===== src/rtl/data_sync_pkg.sv =====
// Shared definitions for the data-sync bus: launcher FSM states and default
// bus geometry used by both the launcher and the destination synchronizer.
package data_sync_pkg;

    localparam int DEFAULT_WIDTH  = 8;
    localparam int DEFAULT_STAGES = 2;

    localparam logic [1:0] ST_IDLE  = 2'd0;
    localparam logic [1:0] ST_SETUP = 2'd1;
    localparam logic [1:0] ST_REQ   = 2'd2;
    localparam logic [1:0] ST_ACKED = 2'd3;

    typedef enum logic [1:0] {
        IDLE  = ST_IDLE,
        SETUP = ST_SETUP,
        REQ   = ST_REQ,
        ACKED = ST_ACKED
    } state_t;

endpackage


===== src/rtl/bit_sync.sv =====
// Multi-flop single-bit synchronizer bringing an asynchronous level into clk.
module bit_sync #(
    parameter int STAGES = 2
) (
    input  logic clk,
    input  logic rst,
    input  logic d,
    output logic q
);

    logic [STAGES-1:0] chain;

    // Shift the asynchronous input through STAGES flops to settle metastability
    always_ff @(posedge clk or posedge rst) begin
        if (rst) begin
            chain <= '0;
        end else begin
            chain <= {chain[STAGES-2:0], d};
        end
    end

    assign q = chain[STAGES-1];

endmodule


===== src/rtl/data_sync_launcher.sv =====
// Source-side launcher for the data-sync bus: captures a word, presents it on
// async_bus, raises bus_en after a setup gap and holds everything stable through
// a four-phase req/ack handshake with the destination domain.
module data_sync_launcher
    import data_sync_pkg::*;
#(
    parameter int WIDTH     = DEFAULT_WIDTH,
    parameter int STAGES    = DEFAULT_STAGES,
    parameter int SETUP_CYC = 1
) (
    input  logic             clk,
    input  logic             rst,
    input  logic [WIDTH-1:0] tx_data,
    input  logic             tx_valid,
    output logic             tx_ready,
    output logic [WIDTH-1:0] async_bus,
    output logic             bus_en,
    input  logic             ack_async,
    output logic             busy,
    output logic             done
);

    localparam int                CNT_W    = $clog2(SETUP_CYC + 1);
    localparam logic [CNT_W-1:0]  CNT_LOAD = CNT_W'(SETUP_CYC - 1);

    state_t           state;
    state_t           next_state;
    logic [CNT_W-1:0] setup_cnt;
    logic [CNT_W-1:0] setup_cnt_d;
    logic             ack_s;
    logic             load_word;
    logic             bus_en_d;
    logic             tx_ready_d;
    logic             busy_d;
    logic             done_d;

    bit_sync #(
        .STAGES (STAGES)
    ) u_ack_sync (
        .clk (clk),
        .rst (rst),
        .d   (ack_async),
        .q   (ack_s)
    );

    // State and setup-counter registers
    always_ff @(posedge clk or posedge rst) begin
        if (rst) begin
            state     <= IDLE;
            setup_cnt <= '0;
        end else begin
            state     <= next_state;
            setup_cnt <= setup_cnt_d;
        end
    end

    // Handshake sequencing; a stale ack in SETUP keeps reloading the setup count
    always_comb begin
        next_state  = state;
        setup_cnt_d = setup_cnt;
        case (state)
            IDLE: begin
                if (tx_valid) begin
                    next_state  = SETUP;
                    setup_cnt_d = CNT_LOAD;
                end
            end
            SETUP: begin
                if (ack_s) begin
                    setup_cnt_d = CNT_LOAD;
                end else if (setup_cnt == '0) begin
                    next_state = REQ;
                end else begin
                    setup_cnt_d = setup_cnt - CNT_W'(1);
                end
            end
            REQ: begin
                if (ack_s) begin
                    next_state = ACKED;
                end
            end
            ACKED: begin
                if (!ack_s) begin
                    next_state = IDLE;
                end
            end
            default: begin
                next_state = IDLE;
            end
        endcase
    end

    // Output values for the coming cycle, derived from the upcoming state
    always_comb begin
        load_word  = (state == IDLE) && tx_valid;
        bus_en_d   = (next_state == REQ);
        tx_ready_d = (next_state == IDLE);
        busy_d     = (next_state != IDLE);
        done_d     = (state == ACKED) && (next_state == IDLE);
    end

    // Registered outputs so nothing asynchronous reaches the ports combinationally
    always_ff @(posedge clk or posedge rst) begin
        if (rst) begin
            async_bus <= '0;
            bus_en    <= 1'b0;
            tx_ready  <= 1'b1;
            busy      <= 1'b0;
            done      <= 1'b0;
        end else begin
            if (load_word) begin
                async_bus <= tx_data;
            end
            bus_en   <= bus_en_d;
            tx_ready <= tx_ready_d;
            busy     <= busy_d;
            done     <= done_d;
        end
    end

endmodule


===== config.mk =====
export PLATFORM = sky130hd
export DESIGN_NAME = data_sync_launcher
export DESIGN_NICKNAME = d
export VERILOG_FILES = /design/src/rtl/data_sync_pkg.sv /design/src/rtl/bit_sync.sv /design/src/rtl/data_sync_launcher.sv
export SDC_FILE = /design/constraint.sdc
export NUM_CORES = 1
export LEC_CHECK = 0
export CAP_MARGIN = 25
export CORE_UTILIZATION = 40
export DETAILED_ROUTE_END_ITERATION = 10
export PLACE_DENSITY = 0.84
export SETUP_SLACK_MARGIN = 0.4
export SLEW_MARGIN = 30
export SYNTH_ARGS = -nofsm -noshare
export SYNTH_HDL_FRONTEND = slang
export SYNTH_HIERARCHICAL = 1
export SYNTH_SLANG_ARGS = --single-unit

===== constraint.sdc =====
create_clock -name clk -period 1.8 [get_ports clk]
set_input_delay 0.45 -clock clk [delete_from_list [all_inputs] [get_ports clk]]
set_output_delay 0.45 -clock clk [all_outputs]
set_load 0.02 [all_outputs]

==> Implementation_results.wiki, run 1 <==
{| class="wikitable"
! Metric !! Value
|-
| Tightest hold margin || 348 ps
|-
| Pwr/cell area || 1660 nW/µm²
|-
| HPWL reported at the end of detailed placement || 765 µm
|-
| Path category of the worst min-delay check || in -> async
|-
| Routed WL || 1.01 mm
|-
| H-tree level count || 1
|-
| Final hold violation count || 0
|-
| Detail-routed net length per standard cell || 12.5 µm
|-
| Register area || 402 µm²
|-
| Number of top-level design ports || 24
|-
| Vias per cell || 4.77
|-
| Most frequent standard cell in the layout excluding fill and tap cells || dfrtp_1
|-
| Final Wtd Congestion || 0.723
|-
| Crit path max fanout || 1
|-
| Number of global-route vias before repair || 385
|-
| Bufs on Longest Clock Path || 2
|-
| Startpoint type of the worst setup path || flop
|-
| Static Leakage || 0.387 nW
|-
| FF-to-FF End || async_bus[5]
|-
| Sequential fraction of the synthesis area || 66.2%
|-
| Setup violation total in the final timing report || 0
|-
| Portion of synthesized cell area occupied by the leading cell type || 61.9%
|-
| Maximum number of pins on one net before global-route repair || 15
|-
| Number of antenna violations at the first check in global routing || 0
|-
| RR Startpoint || state[1]
|-
| Clk_lat worst skew || 280 ps
|-
| Filler cells || 104
|-
| Count of final max-slew check failures || 0
|-
| DRC violations left || 0
|-
| Clock Skew || 7.33 ps
|-
| Outcome || completed
|-
| R2R setup slack || 440 ps
|-
| Total overflow reported by the global router || 0
|-
| Number of max-cap violations || 0
|-
| Total of hold buffers inserted after clock tree synthesis || 0
|-
| Die Outline Area || 1680 µm²
|-
| Die extent in y || 41.0 µm
|-
| Post-detailed-route count of antenna-violating nets || 0
|-
| Unrepaired setup endpoints after global routing || yes
|-
| Total buffers and inverters traversed by the critical path || 1
|-
| Crit-path slowest cell || dfstp_2
|-
| Synthesized area divided by synthesized cell count || 15.6 µm²
|-
| Area growth from synthesis to layout || 36.3%
|-
| Arrival time reported for the critical path endpoint || 910 ps
|-
| Slew at the pin closest to its max-slew limit || 504 ps
|-
| First-pass GRT wire length || 1.56 mm
|-
| Share of the core filled with cells || 61.3%
|-
| Cell-by-cell listing of the critical path || buf_6
|-
| Width of the chip || 41.0 µm
|-
| Number of buffers inserted during clock tree synthesis || 3
|-
| Core area || 1350 µm²
|-
| Post-Place Cell Area || 848 µm²
|-
| TritonCTS clock tree || done
|-
| Nets || 79
|-
| Required time reported for the critical path endpoint || 1350 ps
|-
| Post-Syn Instances || 39
|-
| Tot GR Track Use || 15.1%
|-
| Setup Crit Path Kind || reg -> out
|-
| Final cell area excluding filler cells || 827 µm²
|-
| Highest clock rate || 733 MHz
|-
| Count of inserted antenna diode cells || 0
|-
| Initial Utilization || 44.9%
|-
| Core Rows || 13
|-
| Commonest non-fill, non-tap cells in the layout || dfrtp_1, clkdlybuf4s50_1, mux2_2
|-
| Count of synthesis-stage warnings from yosys || 6
|-
| Sort of element at the end of the critical path || output pin
|-
| Number of iterations in the first detailed-routing pass || 2
|-
| Share of the clock period used by the worst path || 75.8%
|-
| Overall power after layout || 1.37 mW
|-
| CTS Sinks || 16
|-
| Category of cells accounting for the largest share of critical-path delay || flip-flops
|-
| Slew HR || 66.4%
|-
| Area taken by multi-input logic gates || 171 µm²
|-
| Total via count after detailed routing || 386
|-
| Post-synthesis instance area || 607 µm²
|-
| Final critical path time including I/O delays and setup || 1360 ps
|-
| Fraction of final layout cells with drive strength greater than 1 || 40.9%
|-
| Peak per-stage delay on the critical path || 530 ps
|-
| Depth of the most critical reg-to-reg path || 3
|-
| Post-synth net total || 51
|-
| Number of distinct library cells after synthesis || 13
|-
| Setup total negative slack || 0 ps
|-
| DR iter-0 viols || 7
|-
| Buffers added on ports || 23
|-
| Root cell of the clock tree || clkbuf_4
|-
| Top cells by area, synth || dfrtp_1, mux2_2, dfstp_2, buf_6, nor3b_4
|-
| Synth Register Bits || 16
|-
| CTS clk-pin slew, worst paths || 90 ps
|-
| VDD IR-drop max || 828 µV
|-
| Library cell with the largest summed area after synthesis || dfrtp_1
|}
==> how the worst max path moves through the flow <==
stage	to	depth (start not counted)	start
3_3_place_gp	async_bus[5]	4	tx_valid
6_report	tx_ready	1	tx_ready
3_5_place_dp	async_bus[5]	4	tx_valid
5_1_grt	tx_ready	1	tx_ready
2_1_floorplan	async_bus[0]	3	state[0]
4_1_cts	tx_ready	1	tx_ready
==> registers in the layout, summed over array words and instances, names as in the netlist <==
| name | cells |
|---|---|
| done | 1 |
| tx_ready | 1 |
| async_bus | 8 |
| state | 2 |
| bus_en | 1 |
| u_ack_sync/chain | 2 |
| busy | 1 |
==> through the flow <==
stage / setup slack, ps / std cells
2_1_floorplan: 479 / 39
3_5_place_dp: 16.2 / 77
6_report: 436 / 81
4_1_cts: 396 / 81
5_1_grt: 388 / 81
3_3_place_gp: 32.5 / 77
==> Yosys cell counts <==
library cell,instances
dfrtp_1,15
mux2_2,8
inv_1,3
buf_6,2
nand2b_1,2
xnor2_1,2
dfstp_2,1
nand3b_1,1
nor2_1,1
nor3b_4,1
o21ai_0,1
o31a_1,1
o31ai_1,1
==> layout make-up <==
cell class | instances | share of cell area, %
clock buffer | 4 | 3.18
inverter | 3 | 1.36
multi-input combinational | 18 | 20.7
sequential | 16 | 48.6
tap | 15 | 2.27
timing repair buffer | 25 | 23.9
==> layer usage <==
| metal | vias to the layer above | GRT usage (%) | wire, µm |
|---|---|---|---|
| li1 | 182 | - | - |
| met2 | 20 | 27.0 | 481 |
| met3 | 0 | 8.15 | 114 |
| met5 | - | 0 | 0 |
| met4 | 0 | 2.50 | 0 |
| met1 | 184 | 15.6 | 414 |
==> kinds of logic (layout without fill, tap and decap cells) <==
logic type	count (synthesis)	after routing	synth area share, %
AOI/OAI and AO/OA	3	3	3.51
DFF	16	16	66.2
buffers and inverters	5	32	5.57
xor gates and xnor gates	2	2	2.89
and+or+nand+nor	5	5	7.01
muxes	8	8	14.8
==> timing repair <==
item	4_1_cts	5_1_grt
gates resized for setup	34	13
setup buffers	0	0
endpoints found under the setup margin	20	12
cloned	0	0
==> where the power goes <==
group | total (mW) | internal (mW) | switching, mW
Clock | 0.188 | 0.0861 | 0.102
Sequential | 0.622 | 0.514 | 0.107
Combinational | 0.563 | 0.272 | 0.291
Power figures use the tool's default switching activity.
==> run 2: changes to the inputs <==
Settings changed: CORE_UTILIZATION 40 to 36, PLACE_DENSITY 0.84 to 0.8.
Clock period 1.8 ns to 1.2 ns, I/O delays scaled along.
==> Implementation_results.wiki, run 2 (synthesized netlist as in run 1, its figures left out) <==
{| class="wikitable"
! Metric !! Value
|-
| CTS Sinks || 16 (unchanged)
|-
| Sequential Power Share || 34.4% (-11 points)
|-
| Root cell of the clock tree || clkbuf_4
|-
| Final critical path time including I/O delays and setup || 1310 ps
|-
| Number of buffers inserted during clock tree synthesis || 3 (unchanged)
|-
| Clock power share || 10.4% (-3.3 points)
|-
| Core Rows || 14 (+1)
|-
| Share of the clock period used by the worst path || 109%
|-
| Tot GR Track Use || 13.5% (-1.6 points)
|-
| Crit-path slowest cell || dfrtp_1
|-
| Most frequent standard cell in the layout excluding fill and tap cells || dfrtp_1
|-
| Number of global-route vias before repair || 451 (+17%)
|-
| Clock Skew || 6.31 ps (-1.03 ps)
|-
| R2R setup slack || -110 ps (-550 ps)
|-
| Detail-routed net length per standard cell || 11.2 µm (-9.9%)
|-
| Clk_lat worst skew || 270 ps (about the same)
|-
| Slew at the pin closest to its max-slew limit || 310 ps (-194 ps)
|-
| Filler cells || 125 (+20%)
|-
| Initial Utilization || 39.4% (-5.6 points)
|-
| Slack of the critical path || -113 ps (-549 ps)
|-
| Setup violation total in the final timing report || 9 (+9)
|-
| Fraction of power consumed by combinational cells || 55.1% (+14 points)
|-
| Cell count after placement || 82 (+6.5%)
|-
| Number of standard cells in the layout, taps in and fillers out || 93 (+15%)
|-
| CTS clk-pin slew, worst paths || 80 ps (about the same)
|-
| Fraction of power spent switching nets || 32.1% (-4.3 points)
|-
| Crit path max fanout || 5 (+4)
|-
| Count of final max-slew check failures || 0 (unchanged)
|-
| Switch Pwr || 0.867 mW (+73%)
|-
| Commonest non-fill, non-tap cells in the layout || dfrtp_1, buf_6, clkdlybuf4s50_1
|-
| Share of the core filled with cells || 68.4% (+7.2 points)
|-
| Count of inserted antenna diode cells || 0 (unchanged)
|-
| Path category of the worst min-delay check || in -> async
|-
| Width of the chip || 43.1 µm (+5.1%)
|-
| Number of top-level design ports || 24 (unchanged)
|-
| Routed WL || 1.05 mm (+3.5%)
|-
| Nets || 90 (+14%)
|-
| Fraction of final layout cells with drive strength greater than 1 || 51.9% (+11 points)
|-
| Post-detailed-route count of antenna-violating nets || 0 (unchanged)
|-
| Category of cells accounting for the largest share of critical-path delay || flip-flops
|-
| Required time reported for the critical path endpoint || 1360 ps (about the same)
|-
| Unrepaired setup endpoints after global routing || yes
|-
| Cell-by-cell listing of the critical path || nor3b_4 -> buf_4 -> buf_12 -> mux2_4
|-
| Static Leakage || 0.506 nW (+31%)
|-
| Vias per cell || 4.62 (-3.0%)
|-
| Total via count after detailed routing || 430 (+11%)
|-
| Bufs on Longest Clock Path || 2 (unchanged)
|-
| Largest registers || async_bus: 8 flops, state: 2 flops, u_ack_sync/chain: 2 flops
|-
| Startpoint type of the worst setup path || flop
|-
| FF-to-FF End || async_bus[2]
|-
| First-pass GRT wire length || 1.88 mm (+21%)
|-
| Total of hold buffers inserted after clock tree synthesis || 0 (unchanged)
|-
| Final cell area excluding filler cells || 1050 µm² (+28%)
|-
| Highest clock rate || 761 MHz
|-
| Total overflow reported by the global router || 0 (unchanged)
|-
| Outcome || finished with violations
|-
| Pwr/cell area || 2560 nW/µm² (+54%)
|-
| Final hold violation count || 0 (unchanged)
|-
| Buffers added on ports || 23 (unchanged)
|-
| Die extent in y || 43.1 µm (+5.1%)
|-
| TritonCTS clock tree || done
|-
| Total buffers and inverters traversed by the critical path || 2 (+1)
|-
| RR Startpoint || state[1]
|-
| Post-Place Cell Area || 892 µm² (+5.2%)
|-
| Internal power summed over all cells || 1.83 mW (+110%)
|-
| Number of iterations in the first detailed-routing pass || 2 (unchanged)
|-
| Area growth from synthesis to layout || 73.8%
|-
| Depth of the most critical reg-to-reg path || 4 (+1)
|-
| Final Wtd Congestion || 0.657 (-9.2%)
|-
| Violations in the final reports || setup timing
|-
| Die Outline Area || 1850 µm² (+11%)
|-
| DRC violations left || 0 (unchanged)
|-
| Slew HR || 79.3% (+13 points)
|-
| HPWL reported at the end of detailed placement || 750 µm (-1.9%)
|-
| Sort of element at the end of the critical path || flop
|-
| Number of max-cap violations || 0 (unchanged)
|-
| VDD IR-drop max || 1370 µV (+66%)
|-
| DR iter-0 viols || 1 (-6)
|-
| Number of antenna violations at the first check in global routing || 0 (unchanged)
|-
| Setup Crit Path Kind || reg -> reg
|-
| Register ranked first by flip-flop count || async_bus
|-
| Arrival time reported for the critical path endpoint || 1470 ps (+560 ps)
|-
| Max reg flops || 8 (unchanged)
|-
| Peak per-stage delay on the critical path || 410 ps (-120 ps)
|-
| Maximum number of pins on one net before global-route repair || 10 (-5)
|-
| H-tree level count || 1 (unchanged)
|-
| Core area || 1540 µm² (+14%)
|}
[run 2: cell count changes in the layout (fill, tap and decap cells not counted), moves of 5 or more]
cell,delta
buf_2,-5
buf_4,+9
buf_6,+11
clkbuf_2,-6
mux2_2,-8
mux2_4,+8
[run 2: worst reg2reg max path, stage by stage (launching register included)]
cell,delay (ps)
dfrtp_1,410
nor3b_4,240
buf_4,160
buf_12,110
mux2_4,290
[run 2: power by group through the flow]
stage	Clock (mW)	Combinational (mW)	Sequential, mW
floorplan	0	0.406	1.12
CTS	0.297	1.45	0.935
finish	0.281	1.49	0.930
detailed placement	0	1.12	0.901
global placement	0	1.10	0.894
global route	0.323	1.57	0.955
[run 2: repair_timing]
action | 4_1_cts | 5_1_grt
endpoints found under the setup margin | 26 | 26
gates resized for setup | 87 | 0
setup buffers | 4 | 2
cloned | 1 | 0
endpoints found under the hold margin | 0 | 0
pin swaps | 1 | 0
[run 2: layout make-up]
class	count	area [µm²]	area share, %
clock buffer	4	26.3	2.49
inverter	3	11.3	1.07
multi-input combinational	18	214	20.3
sequential	16	402	38.1
tap	16	20.0	1.90
timing repair buffer	36	382	36.2
[run 2: worst max-delay path by stage]
stage | from | end | slack [ps] | depth (start not counted)
2_1_floorplan | state[0] | async_bus[0] | -120 | 3
3_3_place_gp | tx_valid | async_bus[5] | -400 | 4
3_5_place_dp | tx_valid | async_bus[3] | -430 | 4
4_1_cts | state[1] | async_bus[5] | -110 | 4
5_1_grt | state[1] | async_bus[5] | -170 | 4
6_report | state[1] | async_bus[2] | -110 | 4
[run 2: per-stage QoR]
step	power [mW]	worst slack (ps)	hold slack, ps	TNS [ps]
final	2.70	-113	192	-787
after global routing	2.85	-165	213	-1240
after CTS	2.68	-105	182	-770
after detailed placement	2.02	-427	351	-3950
after global placement	1.99	-399	339	-3750
after floorplan	1.52	-120	41.2	-964
[run 2: per-layer routing]
layer / GRT usage (%) / vias up / share of wire (%)
met1: 18.1 / 207 / 42
met2: 21.5 / 18 / 51
met3: 3.83 / 0 / 7.2
met5: 0 / - / 0
met4: 3.64 / 0 / 0
li1: - / 205 / -
